[src/rtl/mem_arb_pkg.sv]
// Shared encodings for the two-master unified-memory arbiter.
// Master 0 is the CPU, master 1 is the DMA/boot-loader port.
package mem_arb_pkg;

    typedef enum logic [0:0] {
        PRI_CPU = 1'b0,
        PRI_DMA = 1'b1
    } pri_state_t;

    // Encoding of the granted master as it travels down the access pipeline.
    localparam logic M_CPU = 1'b0;
    localparam logic M_DMA = 1'b1;

endpackage

[src/rtl/mem_arbiter_if.sv]
// Request/response bundle for one requester of the memory arbiter.
// "master" is the requester's view and "slave" is the arbiter's view.
interface mem_arbiter_if #(
    parameter int AW = 32,
    parameter int DW = 32
);

    logic          req;
    logic          we;
    logic [AW-1:0] adr;
    logic [DW-1:0] wdata;
    logic          gnt;
    logic          rvalid;
    logic [DW-1:0] rdata;

    modport master (
        output req, we, adr, wdata,
        input  gnt, rvalid, rdata
    );

    modport slave (
        input  req, we, adr, wdata,
        output gnt, rvalid, rdata
    );

endinterface

[src/rtl/mem_arb_prio.sv]
// Grant decode and fairness state for the two-master arbiter.
// The CPU wins contention until the DMA port has been refused MAX_WAIT times in a row.
module mem_arb_prio
    import mem_arb_pkg::*;
#(
    parameter int MAX_WAIT = 4
) (
    input  logic clk,
    input  logic reset,
    input  logic req0,
    input  logic req1,
    output logic gnt0,
    output logic gnt1
);

    localparam int CW = (MAX_WAIT < 2) ? 1 : $clog2(MAX_WAIT + 1);
    localparam logic [0:0]    ST_PRI_CPU = PRI_CPU;
    localparam logic [0:0]    ST_PRI_DMA = PRI_DMA;
    // Count value at which the current denial is the MAX_WAIT-th one.
    localparam logic [CW-1:0] WAIT_LAST  = CW'(MAX_WAIT - 1);

    logic [0:0]    state_r;
    logic [0:0]    state_nx_s;
    logic [CW-1:0] wait_cnt_r;
    logic [CW-1:0] wait_nx_s;

    // Grant decode: never both grants, nothing granted while in reset.
    always_comb begin
        gnt0 = 1'b0;
        gnt1 = 1'b0;
        if (reset) begin
            case ({req1, req0})
                2'b01: gnt0 = 1'b1;
                2'b10: gnt1 = 1'b1;
                2'b11: begin
                    if (state_r == ST_PRI_DMA) begin
                        gnt1 = 1'b1;
                    end else begin
                        gnt0 = 1'b1;
                    end
                end
                default: begin
                    gnt0 = 1'b0;
                    gnt1 = 1'b0;
                end
            endcase
        end else begin
            gnt0 = 1'b0;
            gnt1 = 1'b0;
        end
    end

    // Fairness next-state: count refused DMA cycles, hand priority over after MAX_WAIT.
    always_comb begin
        state_nx_s = state_r;
        wait_nx_s  = wait_cnt_r;
        case (state_r)
            ST_PRI_CPU: begin
                if (req1 && !gnt1) begin
                    if (wait_cnt_r == WAIT_LAST) begin
                        state_nx_s = ST_PRI_DMA;
                        wait_nx_s  = {CW{1'b0}};
                    end else begin
                        state_nx_s = ST_PRI_CPU;
                        wait_nx_s  = wait_cnt_r + CW'(1);
                    end
                end else begin
                    state_nx_s = ST_PRI_CPU;
                    wait_nx_s  = {CW{1'b0}};
                end
            end
            ST_PRI_DMA: begin
                wait_nx_s = {CW{1'b0}};
                // Leave once DMA is served or has withdrawn its request.
                if (!req1 || gnt1) begin
                    state_nx_s = ST_PRI_CPU;
                end else begin
                    state_nx_s = ST_PRI_DMA;
                end
            end
            default: begin
                state_nx_s = ST_PRI_CPU;
                wait_nx_s  = {CW{1'b0}};
            end
        endcase
    end

    // Fairness state registers with synchronous active-low reset.
    always_ff @(posedge clk) begin
        if (!reset) begin
            state_r    <= ST_PRI_CPU;
            wait_cnt_r <= {CW{1'b0}};
        end else begin
            state_r    <= state_nx_s;
            wait_cnt_r <= wait_nx_s;
        end
    end

endmodule

[src/rtl/mem_arbiter.sv]
// Two-master arbiter for the unified instruction/data memory: one access per cycle,
// registered onto the memory port, read data returned to the owner one cycle later.
module mem_arbiter
    import mem_arb_pkg::*;
#(
    parameter int AW       = 32,
    parameter int DW       = 32,
    parameter int MAX_WAIT = 4
) (
    input  logic          clk,
    input  logic          reset,
    mem_arbiter_if.slave  m0,
    mem_arbiter_if.slave  m1,
    output logic [AW-1:0] mem_adr,
    output logic [DW-1:0] mem_wd,
    output logic          mem_we,
    input  logic [DW-1:0] mem_rd
);

    logic          gnt0_s;
    logic          gnt1_s;
    logic          acc_s;
    logic          sel_id_s;
    logic          sel_we_s;
    logic [AW-1:0] sel_adr_s;
    logic [DW-1:0] sel_wd_s;
    logic          rsp_rd_s;

    logic          acc_vld_r;
    logic          acc_id_r;
    logic          acc_we_r;
    logic [AW-1:0] mem_adr_r;
    logic [DW-1:0] mem_wd_r;
    logic          m0_rvalid_r;
    logic          m1_rvalid_r;
    logic [DW-1:0] m0_rdata_r;
    logic [DW-1:0] m1_rdata_r;

    mem_arb_prio #(
        .MAX_WAIT (MAX_WAIT)
    ) u_prio (
        .clk   (clk),
        .reset (reset),
        .req0  (m0.req),
        .req1  (m1.req),
        .gnt0  (gnt0_s),
        .gnt1  (gnt1_s)
    );

    // Select the winning master's request fields.
    always_comb begin
        acc_s = gnt0_s | gnt1_s;
        if (gnt1_s) begin
            sel_id_s  = M_DMA;
            sel_we_s  = m1.we;
            sel_adr_s = m1.adr;
            sel_wd_s  = m1.wdata;
        end else begin
            sel_id_s  = M_CPU;
            sel_we_s  = m0.we;
            sel_adr_s = m0.adr;
            sel_wd_s  = m0.wdata;
        end
    end

    // Access stage: latch the accepted request onto the memory port.
    always_ff @(posedge clk) begin
        if (!reset) begin
            acc_vld_r <= 1'b0;
            acc_id_r  <= M_CPU;
            acc_we_r  <= 1'b0;
            mem_adr_r <= {AW{1'b0}};
            mem_wd_r  <= {DW{1'b0}};
        end else begin
            acc_vld_r <= acc_s;
            if (acc_s) begin
                acc_id_r  <= sel_id_s;
                acc_we_r  <= sel_we_s;
                mem_adr_r <= sel_adr_s;
                mem_wd_r  <= sel_wd_s;
            end else begin
                acc_id_r  <= acc_id_r;
                acc_we_r  <= acc_we_r;
                mem_adr_r <= mem_adr_r;
                mem_wd_r  <= mem_wd_r;
            end
        end
    end

    assign rsp_rd_s = acc_vld_r & ~acc_we_r;

    // Response stage: capture read data for the master that issued the read.
    always_ff @(posedge clk) begin
        if (!reset) begin
            m0_rvalid_r <= 1'b0;
            m1_rvalid_r <= 1'b0;
            m0_rdata_r  <= {DW{1'b0}};
            m1_rdata_r  <= {DW{1'b0}};
        end else begin
            m0_rvalid_r <= rsp_rd_s & (acc_id_r == M_CPU);
            m1_rvalid_r <= rsp_rd_s & (acc_id_r == M_DMA);
            if (rsp_rd_s && (acc_id_r == M_CPU)) begin
                m0_rdata_r <= mem_rd;
            end else begin
                m0_rdata_r <= m0_rdata_r;
            end
            if (rsp_rd_s && (acc_id_r == M_DMA)) begin
                m1_rdata_r <= mem_rd;
            end else begin
                m1_rdata_r <= m1_rdata_r;
            end
        end
    end

    // A write accepted just before reset must never reach the memory.
    assign mem_we    = acc_vld_r & acc_we_r & reset;
    assign mem_adr   = mem_adr_r;
    assign mem_wd    = mem_wd_r;

    assign m0.gnt    = gnt0_s;
    assign m1.gnt    = gnt1_s;
    assign m0.rvalid = m0_rvalid_r;
    assign m1.rvalid = m1_rvalid_r;
    assign m0.rdata  = m0_rdata_r;
    assign m1.rdata  = m1_rdata_r;

endmodule

[src/flat_wrapper.sv]
// flat-port wrapper written by rule: the top's interface ports become plain ports
module mem_arbiter_flat import mem_arb_pkg::*;
#(
    parameter int AW       = 32,
    parameter int DW       = 32,
    parameter int MAX_WAIT = 4
)
  (clk, reset, mem_adr, mem_wd, mem_we, mem_rd, m0_req, m0_we, m0_adr, m0_wdata, m0_gnt, m0_rvalid, m0_rdata, m1_req, m1_we, m1_adr, m1_wdata, m1_gnt, m1_rvalid, m1_rdata);
  mem_arbiter_if #(.AW(AW), .DW(DW)) m0_i ();
  mem_arbiter_if #(.AW(AW), .DW(DW)) m1_i ();
  input  logic clk;
  input  logic reset;
  output logic [AW-1:0] mem_adr;
  output logic [DW-1:0] mem_wd;
  output logic mem_we;
  input  logic [DW-1:0] mem_rd;
  input wire logic [$bits(m0_i.req)-1:0] m0_req;
  input wire logic [$bits(m0_i.we)-1:0] m0_we;
  input wire logic [$bits(m0_i.adr)-1:0] m0_adr;
  input wire logic [$bits(m0_i.wdata)-1:0] m0_wdata;
  output wire logic [$bits(m0_i.gnt)-1:0] m0_gnt;
  output wire logic [$bits(m0_i.rvalid)-1:0] m0_rvalid;
  output wire logic [$bits(m0_i.rdata)-1:0] m0_rdata;
  input wire logic [$bits(m1_i.req)-1:0] m1_req;
  input wire logic [$bits(m1_i.we)-1:0] m1_we;
  input wire logic [$bits(m1_i.adr)-1:0] m1_adr;
  input wire logic [$bits(m1_i.wdata)-1:0] m1_wdata;
  output wire logic [$bits(m1_i.gnt)-1:0] m1_gnt;
  output wire logic [$bits(m1_i.rvalid)-1:0] m1_rvalid;
  output wire logic [$bits(m1_i.rdata)-1:0] m1_rdata;
  assign m0_i.req = m0_req;
  assign m0_i.we = m0_we;
  assign m0_i.adr = m0_adr;
  assign m0_i.wdata = m0_wdata;
  assign m0_gnt = m0_i.gnt;
  assign m0_rvalid = m0_i.rvalid;
  assign m0_rdata = m0_i.rdata;
  assign m1_i.req = m1_req;
  assign m1_i.we = m1_we;
  assign m1_i.adr = m1_adr;
  assign m1_i.wdata = m1_wdata;
  assign m1_gnt = m1_i.gnt;
  assign m1_rvalid = m1_i.rvalid;
  assign m1_rdata = m1_i.rdata;
  mem_arbiter #(.AW(AW), .DW(DW), .MAX_WAIT(MAX_WAIT)) u_core (.clk(clk), .reset(reset), .m0(m0_i), .m1(m1_i), .mem_adr(mem_adr), .mem_wd(mem_wd), .mem_we(mem_we), .mem_rd(mem_rd));
endmodule
[config.mk]
export PLATFORM = sky130hd
export DESIGN_NAME = mem_arbiter_flat
export DESIGN_NICKNAME = d
export VERILOG_FILES = /design/src/rtl/mem_arb_pkg.sv /design/src/rtl/mem_arbiter_if.sv /design/src/rtl/mem_arb_prio.sv /design/src/rtl/mem_arbiter.sv /design/src/flat_wrapper.sv
export SDC_FILE = /design/constraint.sdc
export NUM_CORES = 1
export LEC_CHECK = 0
export CAP_MARGIN = 20
export CORE_ASPECT_RATIO = 0.9
export CORE_UTILIZATION = 35
export DETAILED_ROUTE_END_ITERATION = 6
export PLACE_DENSITY = 0.72
export SLEW_MARGIN = 20
export SYNTH_ARGS = -nofsm -noshare
export SYNTH_HDL_FRONTEND = slang
export SYNTH_SLANG_ARGS = --single-unit
[constraint.sdc]
create_clock -name clk -period 2.2 [get_ports clk]
set_clock_uncertainty 0.2 [all_clocks]
set_input_delay 0.22 -clock clk [delete_from_list [all_inputs] [get_ports clk]]
set_output_delay 0.22 -clock clk [all_outputs]
set_load 0.1 [all_outputs]
# Word-level counts from Yosys, hierarchy flattened
# Index checks and enable logic that the tools add are counted.
[word_totals]
reg_bits = 137
inputBits = 166
[classes]
n_addsub = 1
n_eq_ne = 4
mux = 17
bitwise_logic = 9
n_reduce_logical = 6
[op_table]
columns = ["cell", "count"]
rows = [
  ["two-way mux 32 bit", 2],
  ["two-way mux 1 bit", 9],
  ["two-way mux 3 bit", 2],
  ["case mux 1 bit (2 select lines)", 3],
  ["case mux 3 bit (2 select lines)", 1],
  ["AND 1 bit", 5],
  ["equality test 2 bit, second input constant", 2],
  ["adder 3 x 1 -> 3 bit, second input constant", 1],
  ["equality test 3 x 2 -> 1 bit, second input constant", 1],
  ["logical AND 1 bit", 3],
  ["inverter 1 bit", 3],
  ["equality test 2 x 1 -> 1 bit, second input constant", 1],
  ["logical NOT 1 bit", 2],
  ["logical OR 1 bit", 1],
  ["OR 1 bit", 1],
]

# Depth between registers and ports, before layout
# Gate-level depths: netlist of run 1.
[logic_depth]
depth_word = 7
ltp_mapped = 6

# Cells and area by module
# Synthesis of run 1 repeated with hierarchy kept, for this count alone.
[hier_totals]
hier_cells = 561
area_unflattened_um2 = 6035.8
[by_module_without_submodules]
columns = ["mod", "instances", "cells_each", "area_per_inst_um2", "seq_area_each_um2"]
rows = [
  ["mem_arbiter", 1, 543, 5851.9, 2662.6],
  ["mem_arb_prio", 1, 18, 183.9, 80.1],
]

# Worst setup path after synthesis of run 1
# Ideal clock, no wire load.
[synth_path]
path_kind = "in2reg"
from = "in m1_req"
to = "reg u_core.acc_id_r"
arrival_time_ns = 2.202
required_ns = 1.806
slack_ns = -0.396
cell_stages = 4
path_buffers = 2
path_cell_list = "buf_2 buf_4 a21oi_1 o21bai_1"
[synth_between]
elab_chain_len = 4
word_cells_on_any_way = 9
cone_classes = "eq/ne (3); mux (5); bitwise (1)"
[synth_rtl]
columns = ["element", "line", "text"]
rows = [
  ["from (decl)", "flat_wrapper.sv:24", "input wire logic [$bits(m1_i.req)-1:0] m1_req;"],
  ["equality test 2 bit or equality test 2 x 1 -> 1 bit (tied branches)", "mem_arb_prio.sv:32", "case ({req1, req0})"],
  ["case mux 1 bit (2 select lines) (*)", "mem_arb_prio.sv:32", ""],
  ["two-way mux 1 bit (*)", "mem_arb_prio.sv:31", "if (reset) begin"],
  ["via m0_gnt", "flat_wrapper.sv:21", "output wire logic [$bits(m0_i.gnt)-1:0] m0_gnt;"],
  ["OR 1 bit (*)", "mem_arbiter.sv:52", "acc_s = gnt0_s | gnt1_s;"],
  ["to (signal assigned)", "mem_arbiter.sv:77", "acc_id_r <= sel_id_s;"],
  ["to (signal assigned)", "mem_arbiter.sv:82", "acc_id_r <= acc_id_r;"],
  ["to (decl)", "mem_arbiter.sv:30", "logic acc_id_r;"],
]
# The timed path passes the listed nets; every way through them passes the cells marked *.
# A chain may end at the register's enable or synchronous reset.

# Final worst setup path of run 1
[layout_path]
from = "reg u_core.u_prio.state_r"
to = "out m1_gnt"
[layout_between]
elab_chain_len = 3
[layout_rtl]
columns = ["element", "line", "text"]
rows = [
  ["from (decl)", "mem_arb_prio.sv:22", "logic [0:0] state_r;"],
  ["from (signal assigned)", "mem_arb_prio.sv:94", "state_r <= state_nx_s;"],
  ["two-way mux 1 bit", "mem_arb_prio.sv:36", "if (state_r == ST_PRI_DMA) begin"],
  ["case mux 1 bit (2 select lines)", "mem_arb_prio.sv:32", ""],
  ["two-way mux 1 bit", "mem_arb_prio.sv:31", ""],
  ["to (decl)", "flat_wrapper.sv:28", "output wire logic [$bits(m1_i.gnt)-1:0] m1_gnt;"],
]
# No other way between the ends.

==> run metrics, run 1 <==
CP top delay family=buffers and inverters; # setup viols final=0; Die ar.=approximately 17,000 um2; syn_area_per_cell=8.52 um2; post-synth cell types=31; WHS Path Cells=3; Pleak=between 3 and 4 nW; internal power=4.95 mW; clock buffer depth=2; worst min-delay path category=in2reg; initial antenna violation count=0; Peak VDD IR=0.000483 V; post-route setup slack=between 0.15 and 0.2 ns; CP most frequent cell=buf_12; postcts setup bufs=0; Util after Layout=0.571; Worst-path clk slew=0.05 ns; clk sinks=137; Seq/Total Area, Yosys=0.463; Pwr Density=821 nW/um2; clock share of power=0.362; initial drt markers=391; multi-input logic area=around 2800 um2; routability cong.=0.822; final wirelength=19.7 mm; Overflow after GRT=0; Worst Path Buf+Inv=3; final-layout fill cell count=1,527; dpl ws=approximately 0.27 ns; ANT cells=0; Starting Density=0.362; CTS H-tree lvls=4; CP arrival=around 1.6 ns; synth warn=0; vias=6,203; Nets=1,122; Global Route Usage Sum=0.224; type of the worst setup path=reg2out; fin cells=1,173; Core Box Area=between 15,000 and 20,000 um2; Die Wd=139 um; cell area after synthesis=5920 um2; failing checks=DRC; total CTS buffers=17; status=finished, violations left; cells on worst reg2reg path=4; CP Data Required Time=1.78 ns; final hold viol count=0; # IOs=299; CTS root buffer=clkbuf_16; Startpoint Class=flop; max-cap violations=0; synth-to-layout area growth=57.6%; row count=44; RSZ-0062 raised after global routing=no; Cells after Synth=around 700; Setup crit end kind=output port; share of layout cells above drive strength 1=0.200; Routed Antenna Nets=0; placed cells=1,142; post_cts resized=0; sw frac=0.354; Via density=5.29; CTS tree=done; TNS Setup=0 ns; worst-path maximum fanout=27; register area=2740 um2; fmax=492 MHz; combinational cell fraction of total power=0.282; Yosys reg bits=around 140; register share of total power=0.356; CP max-delay cell=dfxtp_2; crit-path max cell delay=0.46 ns; TritonRoute pass-1 iters=7; die height=125 um; Residual DRC=22; Tmin final=2.03 ns; critical-path cell list=inv_1, a21oi_4, buf_12, buf_12; net count after synthesis=863; headroom to the max-slew limit=0.630; DP HPWL=13.5 mm; sw power=2.71 mW; period utilization=0.923; vias in the first global route=5,741; total power draw=about 7.7 mW; routed len/inst=16.8 um; Pins Over Slew Limit=0; largest net degree at the start of global routing=66; wire length of the first global-routing pass=30.8 mm; Clock Latency Late Sink=~0.41 ns; worst-margin pin slew=0.554 ns; IO Port Bufs=~300; hold_buf cts=0; Levels on crit path=4
## metrics by stage
step | area [um2] | hold slack [ns]
floorplan | 5920 | 0.155
global placement | 8760 | 0.222
detailed placement | 8760 | 0.227
CTS | 9330 | 0.0323
global route | 9330 | 0.0682
finish | 9330 | 0.0436
## cell usage after synthesis (all sizes together)
cell	n	share of area
nand3b	1	0.0013
ha	2	0.0042
or3b	1	0.0015
nor2	2	0.0017
dfxtp	137	0.46
a21boi	64	0.081
o2111ai	65	0.096
and3b	1	0.0015
nand2	261	0.17
nor3b	3	0.0055
o311ai	65	0.096
buf	43	0.046
a21oi	2	0.0023
nor3	2	0.0017
clkbuf	36	0.023
and2	2	0.0021
and3	1	0.0011
o21bai	1	0.0013
inv	4	0.0025
nand4	1	0.0011
nor2b	1	0.0011
## worst register-to-register path: stages (launching register included)
cell and delay [ns]:
dfxtp_1 0.38, or3b_1 0.58, buf_12 0.26, nand2_1 0.10
a21boi_1 0.08
## cell usage in the layout, fill, tap and decap left out, types with 2 or more instances in the layout
cell	synthesis	routed
nand2_1	261	261
clkdlybuf4s50_1	0	163
buf_4	3	142
dfxtp_1	137	136
o2111ai_1	65	65
o311ai_1	41	41
a21boi_1	37	37
a21boi_0	27	27
o311ai_0	24	24
clkbuf_16	0	17
buf_12	0	13
clkinv_2	0	5
inv_1	3	3
nor3b_4	0	2
nor3_1	2	2
and2_1	2	2
ha_1	2	2
bufinv_16	0	2
clkinv_4	0	2
clkinvlp_4	0	2
## power groups by stage
stage | registers (mW) | clock network [mW] | logic (mW)
2_1_floorplan | 3.87 | 0 | 0.376
3_3_place_gp | 2.78 | 0 | 2.16
3_5_place_dp | 2.78 | 0 | 2.17
4_1_cts | 2.73 | 2.84 | 2.17
5_1_grt | 2.75 | 2.96 | 2.24
6_report | 2.73 | 2.77 | 2.16
## sequential cells by signal, summed over array words and instances (netlist names)
register,count
u_core.acc_vld_r,1
u_core.u_prio.state_r,1
u_core.mem_adr,32
u_core.m0.rdata,32
u_core.m0.rvalid,1
u_core.m1.rdata,32
u_core.m1.rvalid,1
u_core.u_prio.wait_cnt_r,3
u_core.mem_wd,32
u_core.acc_id_r,1
u_core.acc_we_r,1
## routing by layer
metal / track usage / part of all wire / vias up
met5: 0 / 0 / -
met4: 0.0706 / 0.019 / 0
met3: 0.0666 / 0.087 / 24
met2: 0.368 / 0.48 / 279
met1: 0.282 / 0.42 / 2864
li1: - / - / 3036
## cell type report
type,count,share of cell area
inverter,4,0.00161
clock buffer,19,0.0475
timing repair buffer,319,0.317
clock inverter,12,0.0135
tap,207,0.0278
multi-input combinational,475,0.298
sequential,137,0.294
## worst paths after layout
| check | start | to | slack (ns) |
|---|---|---|---|
| worst max-delay path | u_core.u_prio.state_r | m1_gnt | 0.17 |
| worst min register to register | u_core.u_prio.wait_cnt_r[0] | u_core.u_prio.wait_cnt_r[0] | 0.23 |
| worst min-delay path | m1_req | u_core.u_prio.state_r | 0.04 |
| worst max register to register | u_core.acc_vld_r | u_core.m0.rdata[27] | 0.50 |
## kinds of logic after synthesis
| logic type | after synthesis | share of synthesized area |
|---|---|---|
| AND/OR/NAND/NOR | 276 | 0.184 |
| adder cells (fa/ha/maj) | 2 | 0.00423 |
| AO/OA/AOI/OAI | 197 | 0.277 |
| flip-flops | 137 | 0.463 |
| buffers and inverters | 83 | 0.0716 |
Power figures use the tool's default switching activity.
==> run 2: changes to the inputs <==
MAX_ROUTING_LAYER = met4   (was unset)
TNS_END_PERCENT = 50   (was unset)
==> run metrics, run 2 (synthesis gave the netlist of run 1 again) <==
status=finished, violations left; failing checks=DRC; CP most frequent cell=buf_12; worst-path maximum fanout=27; worst-margin pin slew=0.561 ns; Tmin final=2.03 ns; Global Route Usage Sum=0.231; largest net degree at the start of global routing=66; internal power=4.95 mW; synth-to-layout area growth=57.6%; post_cts resized=0; hold_buf cts=0; CP arrival=1.61 ns; Core Box Area=around 16,000 um2; CP Data Required Time=1.78 ns; commonest non-fill, non-tap cell in the layout=nand2_1; Levels on crit path=4; critical path launch point=u_core.u_prio.state_r; cells on worst reg2reg path=4; Pleak=3.57 nW; Starting Density=0.362; total CTS buffers=17; reg-to-reg critical path startpoint=u_core.acc_vld_r; clock share of power=0.362; type of the worst setup path=reg2out; placed cells=1,142; Reg2Reg Setup Slack=0.51 ns; Nets=1,122; Worst-path clk slew=0.05 ns; initial drt markers=355; wire length of the first global-routing pass=30.7 mm; combinational cell fraction of total power=0.282; final hold viol count=0; sw frac=0.354; die height=around 130 um; total power draw=7.67 mW; vias=6,170; ANT cells=0; postcts setup bufs=0; Startpoint Class=flop; initial antenna violation count=0; TritonRoute pass-1 iters=7; CP top delay family=buffers and inverters; headroom to the max-slew limit=0.626; crit-path max cell delay=0.47 ns; clock buffer depth=2; CP max-delay cell=dfxtp_2; RSZ-0062 raised after global routing=no; row count=44; worst min-delay path category=in2reg; placed cell areas=just under 9000 um2; Die Wd=between 100 and 150 um; vias in the first global route=5,768; Pwr Density=821 nW/um2; Peak VDD IR=0.000482 V; Residual DRC=21; Die ar.=17,400 um2; Pins Over Slew Limit=0; CTS H-tree lvls=4; CTS root buffer=clkbuf_16; routability cong.=0.835; routed len/inst=about 17 um; Routed Antenna Nets=0; fin cells=1,173; # setup viols final=0; Clock Latency Late Sink=0.40 ns; Via density=5.26; clk sinks=~140; register share of total power=0.356; max-cap violations=0; TNS Setup=0 ns; final wirelength=19.7 mm; post-route cell area=9330 um2; fmax=between 400 and 500 MHz; DP HPWL=13.5 mm; final-layout fill cell count=about 1,500; Worst Path Buf+Inv=3; Overflow after GRT=0; critical-path cell list=inv_1, a21oi_4, buf_12, buf_12; Fin Hold WS=0.0452 ns; IO Port Bufs=298; CTS tree=done; Setup crit end kind=output port; crit path capture=m1_gnt; FF-to-FF End=u_core.m0.rdata[27]; sw power=2.71 mW; period utilization=0.924; # IOs=around 300; share of layout cells above drive strength 1=0.200; most frequent cells in the layout=nand2_1, clkdlybuf4s50_1, buf_4, dfxtp_1, o2111ai_1
## run 2: cell counts in the layout (fill, tap and decap cells not counted)
Identical to the previous run, type by type.
## run 2: stage by stage
stage	utilization	setup WS (ns)
2_1_floorplan	-	0.246
3_3_place_gp	0.536	0.304
3_5_place_dp	0.536	0.272
4_1_cts	0.571	0.136
5_1_grt	0.571	0.0797
6_report	0.571	0.168
## run 2: worst register-to-register path: stages, from the launching register on
cell	delay, ns
dfxtp_1	0.38
or3b_1	0.58
buf_12	0.26
nand2_1	0.10
a21boi_1	0.08
## run 2: area by class of cell
class | count | area, um2 | share of cell area
clock inverters | 12 | 126 | 0.0135
multi-input cells | 475 | 2780 | 0.298
repair buffers | 319 | 2960 | 0.317
flip-flops and latches | 137 | 2740 | 0.294
clock buffers | 19 | 443 | 0.0475
well taps | 207 | 259 | 0.0278
inverters | 4 | 15.0 | 0.00161
## run 2: routing by layer
metal  vias to the layer above  track usage  wire, um
li1                       3036            -         -
met2                       262        0.368      9380
met1                      2850        0.283      8200
met5                         -            -         0
met3                        22       0.0643      1770
met4                         0       0.0706       374
## run 2: power groups by stage
stage	registers, mW	logic, mW	clock network, mW
2_1_floorplan	3.87	0.376	0
5_1_grt	2.75	2.24	2.96
4_1_cts	2.73	2.17	2.84
6_report	2.73	2.16	2.77
3_3_place_gp	2.78	2.16	0
3_5_place_dp	2.78	2.17	0
## run 2: worst min-delay path by stage
stage	slack, ns	from	to	depth (start not counted)
after detailed placement	0.23	u_core.u_prio.wait_cnt_r[0]	u_core.u_prio.wait_cnt_r[0]	1
after CTS	0.03	m1_req	u_core.u_prio.state_r	3
final	0.05	m1_req	u_core.u_prio.state_r	3
after global routing	0.07	m1_req	u_core.u_prio.state_r	3
after floorplan	0.15	mem_rd[0]	u_core.m0.rdata[0]	2
after global placement	0.22	u_core.u_prio.wait_cnt_r[0]	u_core.u_prio.wait_cnt_r[0]	1
